--- src/rtl/bus_master_dma.sv ---
// rtl/bus_master_dma.sv - single-channel word-copy DMA bus master with one outstanding request.
// Define DMA_IRQ_EN to add the irq output, raised with done and held until the next accepted start.
module bus_master_dma #(
  parameter int CNT_W = 16
) (
  input  logic             clk,
  input  logic             rst,
  input  logic             start,
  input  logic [31:0]      src_addr,
  input  logic [31:0]      dst_addr,
  input  logic [CNT_W-1:0] word_count,
  output logic             busy,
  output logic             done,
  output logic             err,
  output logic             data_req,
  output logic             data_we,
  output logic [3:0]       data_be,
  output logic [31:0]      data_addr,
  output logic [31:0]      data_wdata,
  input  logic             data_gnt,
  input  logic             data_rvalid,
  input  logic [31:0]      data_rdata,
  input  logic             data_err
`ifdef DMA_IRQ_EN
  ,
  output logic             irq
`endif
);

  localparam logic [2:0] S_IDLE    = 3'd0;
  localparam logic [2:0] S_RD_REQ  = 3'd1;
  localparam logic [2:0] S_RD_WAIT = 3'd2;
  localparam logic [2:0] S_WR_REQ  = 3'd3;
  localparam logic [2:0] S_WR_WAIT = 3'd4;
  localparam logic [2:0] S_FIN     = 3'd5;

  logic [2:0]       r_state;
  logic [31:0]      r_src;
  logic [31:0]      r_dst;
  logic [CNT_W-1:0] r_cnt;
  logic [31:0]      r_wdata;
  logic [31:0]      r_addr;
  logic             r_req;
  logic             r_we;
  logic             r_busy;
  logic             r_done;
  logic             r_err;
  logic             r_irq;
  logic [31:0]      w_src_next;
  logic             w_unused;

  assign w_src_next = r_src + 32'd4;
  assign w_unused   = &{1'b0, src_addr[1:0], dst_addr[1:0]};

  always_ff @(posedge clk) begin
    if (!rst) begin
      r_state <= S_IDLE;
      r_src   <= '0;
      r_dst   <= '0;
      r_cnt   <= '0;
      r_wdata <= '0;
      r_addr  <= '0;
      r_req   <= 1'b0;
      r_we    <= 1'b0;
      r_busy  <= 1'b0;
      r_done  <= 1'b0;
      r_err   <= 1'b0;
      r_irq   <= 1'b0;
    end else begin
      r_done <= 1'b0;
      case (r_state)
        S_IDLE: begin
          if (start) begin
            r_src  <= {src_addr[31:2], 2'b00};
            r_dst  <= {dst_addr[31:2], 2'b00};
            r_cnt  <= word_count;
            r_err  <= 1'b0;
            r_irq  <= 1'b0;
            r_busy <= 1'b1;
            if (word_count == '0) begin
              r_state <= S_FIN;
            end else begin
              r_state <= S_RD_REQ;
              r_req   <= 1'b1;
              r_we    <= 1'b0;
              r_addr  <= {src_addr[31:2], 2'b00};
            end
          end
        end
        S_RD_REQ: begin
          if (data_gnt) begin
            r_req   <= 1'b0;
            r_state <= S_RD_WAIT;
          end
        end
        S_RD_WAIT: begin
          if (data_rvalid) begin
            if (data_err) begin
              r_err   <= 1'b1;
              r_state <= S_FIN;
            end else begin
              r_wdata <= data_rdata;
              r_req   <= 1'b1;
              r_we    <= 1'b1;
              r_addr  <= r_dst;
              r_state <= S_WR_REQ;
            end
          end
        end
        S_WR_REQ: begin
          if (data_gnt) begin
            r_req   <= 1'b0;
            r_state <= S_WR_WAIT;
          end
        end
        S_WR_WAIT: begin
          if (data_rvalid) begin
            if (data_err) begin
              r_err   <= 1'b1;
              r_state <= S_FIN;
            end else begin
              r_src <= w_src_next;
              r_dst <= r_dst + 32'd4;
              r_cnt <= r_cnt - CNT_W'(1);
              // Last word completes straight from here so done lands the cycle after the response.
              if (r_cnt == CNT_W'(1)) begin
                r_done  <= 1'b1;
                r_busy  <= 1'b0;
                r_irq   <= 1'b1;
                r_state <= S_IDLE;
              end else begin
                r_req   <= 1'b1;
                r_we    <= 1'b0;
                r_addr  <= w_src_next;
                r_state <= S_RD_REQ;
              end
            end
          end
        end
        S_FIN: begin
          r_done  <= 1'b1;
          r_busy  <= 1'b0;
          r_irq   <= 1'b1;
          r_state <= S_IDLE;
        end
        default: begin
          r_req   <= 1'b0;
          r_busy  <= 1'b0;
          r_state <= S_IDLE;
        end
      endcase
    end
  end

  assign busy       = r_busy;
  assign done       = r_done;
  assign err        = r_err;
  assign data_req   = r_req;
  assign data_we    = r_we;
  assign data_be    = 4'b1111;
  assign data_addr  = r_addr;
  assign data_wdata = r_wdata;
`ifdef DMA_IRQ_EN
  assign irq = r_irq;
`else
  logic w_unused_irq;
  assign w_unused_irq = r_irq;
`endif

endmodule
--- config.mk ---
export PLATFORM = sky130hd
export DESIGN_NAME = bus_master_dma
export DESIGN_NICKNAME = d
export VERILOG_FILES = /design/src/rtl/bus_master_dma.sv
export SDC_FILE = /design/constraint.sdc
export NUM_CORES = 1
export LEC_CHECK = 0
export ABC_AREA = 0
export BUFFER_PORTS_ARGS = -buffer_cell sky130_fd_sc_hd__buf_4
export CORE_ASPECT_RATIO = 0.9
export CORE_MARGIN = 2
export CORE_UTILIZATION = 26
export DETAILED_ROUTE_END_ITERATION = 7
export PLACE_DENSITY = 0.51
export SLEW_MARGIN = 20
export SYNTH_ARGS = -nofsm -noshare
export SYNTH_HDL_FRONTEND = slang
export SYNTH_SLANG_ARGS = --single-unit
--- constraint.sdc ---
create_clock -name clk -period 2.98 [get_ports clk]
set_input_delay 0.596 -clock clk [delete_from_list [all_inputs] [get_ports clk]]
set_output_delay 0.596 -clock clk [all_outputs]
set_load 0.02 [all_outputs]
==> Word-level counts from Yosys, hierarchy flattened <==
Cells that the tools add are included.
{ "totals": {"register_bits": 152, "input_bits": 118, "out_inout_bits": 73, "elab_cells": 109} }
{ "classes": {"addsub": 3, "eq_ne": 19, "n_mux": 58, "bitwise": 3, "reduce_logical": 15} }
{ "op_table": {"columns": ["operator", "n"], "rows": [
  ["2-to-1 mux 32 bit", 13],
  ["one-hot mux 32 bit (2 select lines)", 2],
  ["one-hot mux 32 bit (3 select lines)", 1],
  ["adder 32 x 3 -> 32 bit, second input constant", 2],
  ["2-to-1 mux 16 bit", 3],
  ["one-hot mux 16 bit (2 select lines)", 1],
  ["2-to-1 mux 1 bit", 24],
  ["2-to-1 mux 3 bit", 8],
  ["inequality test 2 bit, second input constant", 10],
  ["== test 16 x 1 -> 1 bit, second input constant", 1],
  ["logical NOT 16 bit", 1],
  ["subtractor 16 x 1 -> 16 bit, second input constant", 1],
  ["one-hot mux 3 bit (5 select lines)", 1],
  ["AND reduction 5 bit", 2],
  ["AND reduction 9 bit", 1],
  ["AND reduction 4 bit", 2],
  ["AND reduction 8 bit", 1],
  ["== test 3 x 2 -> 1 bit, second input constant", 2],
  ["== test 3 bit, second input constant", 2],
  ["inequality test 2 x 1 -> 1 bit, second input constant", 3],
  ["one-hot mux 1 bit (3 select lines)", 2],
  ["one-hot mux 1 bit (5 select lines)", 1],
  ["one-hot mux 1 bit (2 select lines)", 2],
  ["nonzero test 2 bit", 2],
  ["7 further kinds", 10]
]} }

==> Longest topological paths before layout <==
Gate-level depths: netlist (run 1).
{ "depth": {"ltp_word": 5, "mapped_depth": 9} }

==> Worst setup path after synthesis (run 1) <==
Ideal clock, no wire load.
{ "synth_timing": {"path_type": "input to register", "start": "in data_rvalid", "end": "reg r_addr[17], in the netlist data_addr[17]", "setup_ns": 0.126, "arrival_ns": 2.141, "required_time_ns": 2.854, "slack_ns": 0.713, "cell_stages": 7, "path_buffers": 3, "path_cell_list": "clkbuf_1 > nor4bb_1 > o31ai_1 > a221oi_2 > clkbuf_1 > buf_2 > a31oi_1"} }
{ "synth_between": {"elab_chain_len": 2, "word_cells_on_any_way": 3} }
{ "synth_lines": {"columns": ["element", "line_no", "rtl"], "rows": [
  ["start, declared", "21", "input logic data_rvalid,"],
  ["inequality test 2 bit (no line)", null, null],
  ["AND reduction 8 bit (no line) *", null, null],
  ["end signal, assigned", "86", "r_addr <= {src_addr[31:2], 2'b00};"],
  ["end signal, assigned", "105", "r_addr <= r_dst;"],
  ["end signal, assigned", "134", "r_addr <= w_src_next;"],
  ["end, declared", "42", "logic [31:0] r_addr;"]
]} }
Every way passes the cells marked *; elsewhere a longest branch is shown, timed or not.
A chain may end at the register's enable or synchronous reset.

==> Final worst setup path (run 1) <==
{ "layout_timing": {"start": "reg r_state[0]", "end": "reg r_addr[23], in the netlist data_addr[23]"} }
{ "layout_between": {"elab_chain_len": 3, "word_cells_on_any_way": 13} }
{ "layout_lines": {"columns": ["element", "line_no", "rtl"], "rows": [
  ["start, declared", "37", "logic [2:0] r_state;"],
  ["start signal, assigned", "57", "r_state <= S_IDLE;"],
  ["start signal, assigned", "81", "r_state <= S_FIN;"],
  ["start signal, assigned", "83", "r_state <= S_RD_REQ;"],
  ["== test 3 bit, or another cell as far along", "71", "case (r_state)"],
  ["inequality test 2 bit (no line) / nonzero test 3 bit (equally long branches)", null, null],
  ["AND reduction 8 bit (no line)", null, null]
]} }
Parallel ways exist; a longest one is shown, timed or not.

==> flow_metrics.py, run 1 <==
metrics = {
    "route": {
        "drtIter0Drc": 799,
        "vias": 9026,
        "first_pass_iters": 6,
        "postRouteAntennaNets": 0,
        "drt-vias-per-instance": 5.39,
        "drt_wl_total_microns": 31900,
        "drcViolationCount": 0,
        "wl_per_cell_microns": 19.1,
    },
    "sta": {
        "finalSetupTns_ns": 0,
        "worst_pin_slew_ns": 0.819,
        "fmax_mhz": 388,
        "clock_skew_ns": 0.00680,
        "min_period_ns": 2.58,
        "fin_crit_sh_pct": 86.5,
        "setup_viol": 0,
        "setup_slack_ns": 0.403,
        "max-slew-margin-rel_pct": 45.4,
        "rsz0062_at_grt": "no",
        "hold_viol": 0,
        "slew_viol_final": 0,
        "holdWs_ns": 0.406,
    },
    "global_route": {
        "grt_use_met2_pct": 29.3,
        "overflow": 0,
        "met3_usage_pct": 3.74,
        "grt_pass1_wl_microns": 48400,
        "antenna_found_initial": 0,
        "met1_usage_pct": 26.4,
        "grt_start_max_net_pins": 55,
        "busiest_layer": "met2",
        "grt_pass1_vias": 8102,
        "grt.total_usage_pct": 18.6,
    },
    "synth": {
        "syn_avg_cell_area_sq_um": 7.48,
        "netlist_area_sq_um": 8330,
        "dominantRegCellSynth": "dfxtp_1",
        "synth_compound_area_share_pct": 28.5,
        "synth_xor_xnor_area_share_pct": 1.37,
        "synth_top_family_by_area": "compound AO/OA/AOI/OAI gates",
        "yosys_register_bits": 147,
        "synth_cell_type_count": 78,
        "synth_enable_flop_cells": 0,
        "synth.mux.area_fraction_pct": 0.481,
        "async_flop_share_pct": 0,
        "synth_fa_ha_area_share_pct": 0.601,
        "yosys_warnings": 0,
        "synth-simple-area-share_pct": 27.4,
        "syn_inst": 1113,
        "yosysSeqAreaShare_pct": 35.3,
    },
    "cts": {
        "clock-sinks": 147,
        "clk_latency_ns": 0.43,
        "path_clk_slew_ns": 0.06,
        "ctsHoldBuffers": 0,
        "cts_root_buf": "clkbuf_16",
        "cts_tree": "done",
        "cts_buffers": 17,
        "cts_buffer_depth": 2,
        "h-tree-depth": 4,
        "post_cts_buffers": 0,
        "cts_resized": 0,
    },
    "power": {
        "p_sw_mw": 1.72,
        "power_density_nw_per_um2": 522,
        "power.share.sequential_pct": 40.8,
        "combPwrFrac_pct": 18.5,
        "clkPwrFrac_pct": 40.7,
        "ir_worst_vdd_mv": 0.392,
        "swShare_pct": 30.6,
        "intPower_mw": 3.89,
        "leakagePower_nw": 4.18,
        "power_mw": 5.62,
    },
    "final_layout": {
        "final_nets": 1367,
        "area_growth_pct": 29.1,
        "final_common_cell": "buf_4",
        "n_antenna_cell": 0,
        "final_cell_area_sq_um": 10800,
        "fillers": 3389,
        "fin_util_pct": 33.9,
        "layout_common_cells": "buf_4, nand2_1, dfxtp_1, a21oi_1, o21ai_0",
        "fin_cells": 1674,
        "drive_above_1_share_pct": 22.0,
    },
    "setup_path": {
        "worst_setup_path_end_kind": "flip-flop",
        "worstSetupPathType": "flip-flop to flip-flop",
        "cp_top_family": "compound AO/OA/AOI/OAI gates",
        "crit_slowest_cell": "dfxtp_1",
        "critPathMaxStageDelay_ns": 0.72,
        "start_kind": "flip-flop",
        "crit_buf_inv": 1,
        "critPathMaxFanout": 19,
        "critPathArrivalTime_ns": 2.90,
        "rrSetupSlack_ns": 0.40,
        "required_ns": 3.30,
        "cp_cell_sequence": "nor2_1 > and3_1 > a221oi_4 > buf_4 > nand4b_1 > o211a_1",
    },
    "die": {
        "initial_utilization_pct": 26.2,
        "die_x_microns": 193,
        "core_sq_um": 31700,
        "rows": 62,
        "ios": 191,
        "fp.dieArea_sq_um": 33500,
        "die_h_microns": 174,
    },
    "placed_design": {
        "routabilityCongestion": 0.827,
        "place_ws_ns": 0.387,
        "placed_area_sq_um": 10100,
        "port_buffers": 182,
        "dp.final_hpwl_microns": 22700,
        "place_inst": 1642,
    },
    "flow_run": {
        "maxCapViolCount": 0,
    },
    "worst_hold_path": {
        "worstHoldPathType": "input port to flip-flop",
    },
    "run_status": {
        "status": "finished clean",
    },
}
## worst register-to-register path, stage by stage, from the launching register on
cell,delay [ns]
dfxtp_1,0.72
nor2_1,0.29
and3_1,0.27
a221oi_4,0.61
buf_4,0.34
nand4b_1,0.12
o211a_1,0.13
## cells in the mapped netlist (all sizes together), types with 15 or more instances
cell / count / share of area (%)
a211oi: 19 / 1.7
a21oi: 106 / 6.4
a22oi: 22 / 2.0
a31oi: 26 / 2.0
and2: 15 / 1.1
and3: 25 / 1.9
buf: 27 / 1.8
clkbuf: 86 / 3.9
dfxtp: 147 / 35
nand2: 160 / 7.2
nand3: 30 / 1.8
nand4: 27 / 2.3
nor2: 80 / 3.6
nor3: 24 / 1.4
nor4: 28 / 2.3
o21ai: 86 / 5.2
## registers in the layout, summed over array words and instances, names as in the netlist
signal and count:
data_req 1, done 1, r_cnt 16, err 1
r_state 3, data_we 1, data_addr 31, busy 1
data_wdata 32, r_src 30, r_dst 30
## worst paths after layout
kind | from | endpoint | depth (start not counted)
worst max-delay path | r_state[0] | data_addr[23] | 6
worst min register to register | data_wdata[8] | data_wdata[8] | 2
worst min-delay path | data_rdata[8] | data_wdata[8] | 3
worst max register to register | r_state[0] | data_addr[23] | 6
## final cells by class
type / instances / area [sq um] / share of cell area (%)
well taps: 416 / 520 / 4.84
flip-flops and latches: 147 / 2940 / 27.4
repair buffers: 223 / 1720 / 16.0
inverters: 14 / 52.6 / 0.489
multi-input cells: 842 / 4910 / 45.7
clock buffers: 19 / 443 / 4.12
clock inverters: 13 / 159 / 1.48
## power by group through the flow
stage | Clock, mW | Sequential (mW) | Combinational [mW]
detailed placement | 0 | 2.33 | 1.04
finish | 2.29 | 2.29 | 1.04
global route | 2.41 | 2.31 | 1.13
CTS | 2.33 | 2.29 | 1.04
global placement | 0 | 2.33 | 1.02
floorplan | 0 | 2.32 | 0.570
## cells by family (layout without fill, tap and decap cells)
logic type,after synthesis,after routing
and+or+nand+nor,448,448
AOI/OAI and AO/OA,369,369
DFF,147,147
buffers and inverters,127,269
xor gates and xnor gates,13,13
adders and majority gates,4,4
muxes,4,4
other,1,4
## metal layers
metal	wire length, microns	vias to the layer above
li1	-	4390
met1	15000	4318
met2	14700	296
met3	1980	22
met4	324	0
met5	0	-
Note: power is estimated with default switching activity, not from simulation.
==> inputs of run 2 (changes only) <==
--- a/config.mk
+++ b/config.mk
@@ -7,7 +7,6 @@
 export LEC_CHECK = 0
 export ABC_AREA = 0
 export BUFFER_PORTS_ARGS = -buffer_cell sky130_fd_sc_hd__buf_4
-export CORE_ASPECT_RATIO = 0.9
 export CORE_MARGIN = 2
 export CORE_UTILIZATION = 26
 export DETAILED_ROUTE_END_ITERATION = 7
==> run 2 against run 1 <==
  * Utilization is 0.11 points lower
  * Wire length fell by 2.3%
  * Die area about the same
  * First-iteration DRC count increased by 2.9%
  * Sequential share of layout area increased by 0.24 points
  * Critical path depth is 1 lower
  * Non-clock buffer count shrank 8
  * Final cell count fell by 1.3%
  * Clock skew up 0.0090 ns
  * Largest power group unchanged
==> flow_metrics.py, run 2 (synthesized netlist as in run 1, its figures left out) <==
metrics = {
    "run_status": {
        "status": "finished clean",
    },
    "setup_path": {
        "worstSetupEndpoint": "r_src[25]",
        "crit_slowest_cell": "or4_1",
        "crit_cells": 5,
        "rrSetupSlack_ns": 0.57,
        "worstSetupPathType": "flip-flop to flip-flop",
        "worst_setup_path_end_kind": "flip-flop",
        "crit_buf_inv": 0,
        "cp_top_family": "simple AND/OR/NAND/NOR gates",
        "required_ns": 3.37,
        "crit_start": "r_src[5]",
        "cp_cell_sequence": "nand4_4 > or4_1 > or4_4 > a21oi_2 > a31o_1",
        "critPathArrivalTime_ns": 2.80,
        "start_kind": "flip-flop",
        "critPathMaxFanout": 9,
        "critPathMaxStageDelay_ns": 0.77,
        "r2r_cells": 5,
        "reg2reg_to": "r_src[25]",
        "r2r-start": "r_src[5]",
    },
    "route": {
        "drt-vias-per-instance": 5.37,
        "wl_per_cell_microns": 18.9,
        "first_pass_iters": 7,
        "drcViolationCount": 0,
        "postRouteAntennaNets": 0,
        "drtIter0Drc": 822,
        "drt_wl_total_microns": 31200,
        "vias": 8873,
    },
    "sta": {
        "finalSetupTns_ns": 0,
        "clock_skew_ns": 0.0158,
        "min_period_ns": 2.41,
        "holdWs_ns": 0.409,
        "hold_viol": 0,
        "fin_crit_sh_pct": 80.9,
        "rsz0062_at_grt": "no",
        "setup_viol": 0,
        "worst_pin_slew_ns": 0.744,
        "fmax_mhz": 415,
        "max-slew-margin-rel_pct": 50.0,
        "slew_viol_final": 0,
    },
    "power": {
        "intPower_mw": 3.73,
        "swShare_pct": 31.3,
        "combPwrFrac_pct": 18.6,
        "power.share.sequential_pct": 42.2,
        "clkPwrFrac_pct": 39.2,
        "leakagePower_nw": 4.13,
        "power_density_nw_per_um2": 510,
        "p_sw_mw": 1.70,
        "ir_worst_vdd_mv": 0.440,
        "power_mw": 5.44,
    },
    "final_layout": {
        "drive_above_1_share_pct": 21.4,
        "area_growth_pct": 28.0,
        "final_common_cell": "buf_4",
        "fillers": 3368,
        "final_nets": 1359,
        "multiInputGateArea_sq_um": 4910,
        "fin_util_pct": 33.8,
        "layout_common_cells": "buf_4, nand2_1, dfxtp_1, a21oi_1, o21ai_0",
        "largest_reg_flops": 32,
        "fin_cells": 1653,
        "regArea_sq_um": 2940,
    },
    "cts": {
        "cts_root_buf": "clkbuf_16",
        "cts_tree": "done",
        "clk_latency_ns": 0.44,
        "h-tree-depth": 4,
        "ctsHoldBuffers": 0,
        "post_cts_buffers": 0,
        "cts_resized": 0,
        "cts_buffer_depth": 2,
        "path_clk_slew_ns": 0.07,
        "clock-sinks": 147,
        "cts_buffers": 17,
    },
    "die": {
        "ios": 191,
        "rows": 65,
        "die_h_microns": 183,
        "core_sq_um": 31600,
        "fp.dieArea_sq_um": 33500,
        "die_x_microns": 183,
        "initial_utilization_pct": 26.4,
    },
    "placed_design": {
        "port_buffers": 182,
        "dp.final_hpwl_microns": 22100,
        "routabilityCongestion": 0.828,
        "place_inst": 1620,
    },
    "global_route": {
        "grt_pass1_vias": 8187,
        "grt_pass1_wl_microns": 47800,
        "overflow": 0,
        "grt.total_usage_pct": 18.3,
        "grt_start_max_net_pins": 73,
        "antenna_found_initial": 1,
    },
    "worst_hold_path": {
        "worstHoldPathType": "input port to flip-flop",
    },
    "flow_run": {
        "maxCapViolCount": 0,
    },
}
## run 2: tightest hold or removal path, delay by kind of cell
kind / cells / cell delay (ns)
buffers and inverters: 1 / 0.10
and+or+nand+nor: 1 / 0.05
AOI/OAI and AO/OA: 1 / 0.05
## run 2: worst min path at each step
stage / from / to / cells past startpoint
finish: data_rdata[8] / data_wdata[8] / 3
global placement: data_wdata[22] / data_wdata[22] / 2
detailed placement: data_wdata[9] / data_wdata[9] / 2
global route: data_rdata[6] / data_wdata[6] / 3
floorplan: r_cnt[15] / r_cnt[15] / 2
CTS: data_rdata[8] / data_wdata[8] / 3
## run 2: area by class of cell
type,count,area share [%]
diodes,1,0.0235
clock buffers,20,4.19
clock inverters,12,1.16
inverters,14,0.493
multi-input cells,842,46.1
flip-flops and latches,147,27.6
well taps,402,4.72
repair buffers,215,15.7
## run 2: metal layers
| metal | global-route usage, % | vias to the layer above | part of all wire, % |
|---|---|---|---|
| li1 | - | 4382 | - |
| met1 | 25.4 | 4198 | 46 |
| met2 | 29.6 | 273 | 48 |
| met3 | 2.68 | 20 | 5.3 |
| met4 | 4.74 | 0 | 1.2 |
| met5 | 0 | - | 0 |
## run 2: power by group through the flow
stage	logic, mW	clock network [mW]	registers [mW]
4_1_cts	1.02	2.18	2.29
3_5_place_dp	1.01	0	2.33
2_1_floorplan	0.570	0	2.32
6_report	1.01	2.13	2.29
5_1_grt	1.11	2.25	2.32
3_3_place_gp	1.01	0	2.33
## run 2: metrics by stage
| stage | setup WS [ns] | area, sq um |
|---|---|---|
| after CTS | 0.607 | 10700 |
| final | 0.568 | 10700 |
| after detailed placement | 0.602 | 10100 |
| after floorplan | 0.713 | 8340 |
| after global placement | 0.616 | 10100 |
| after global routing | 0.451 | 10700 |
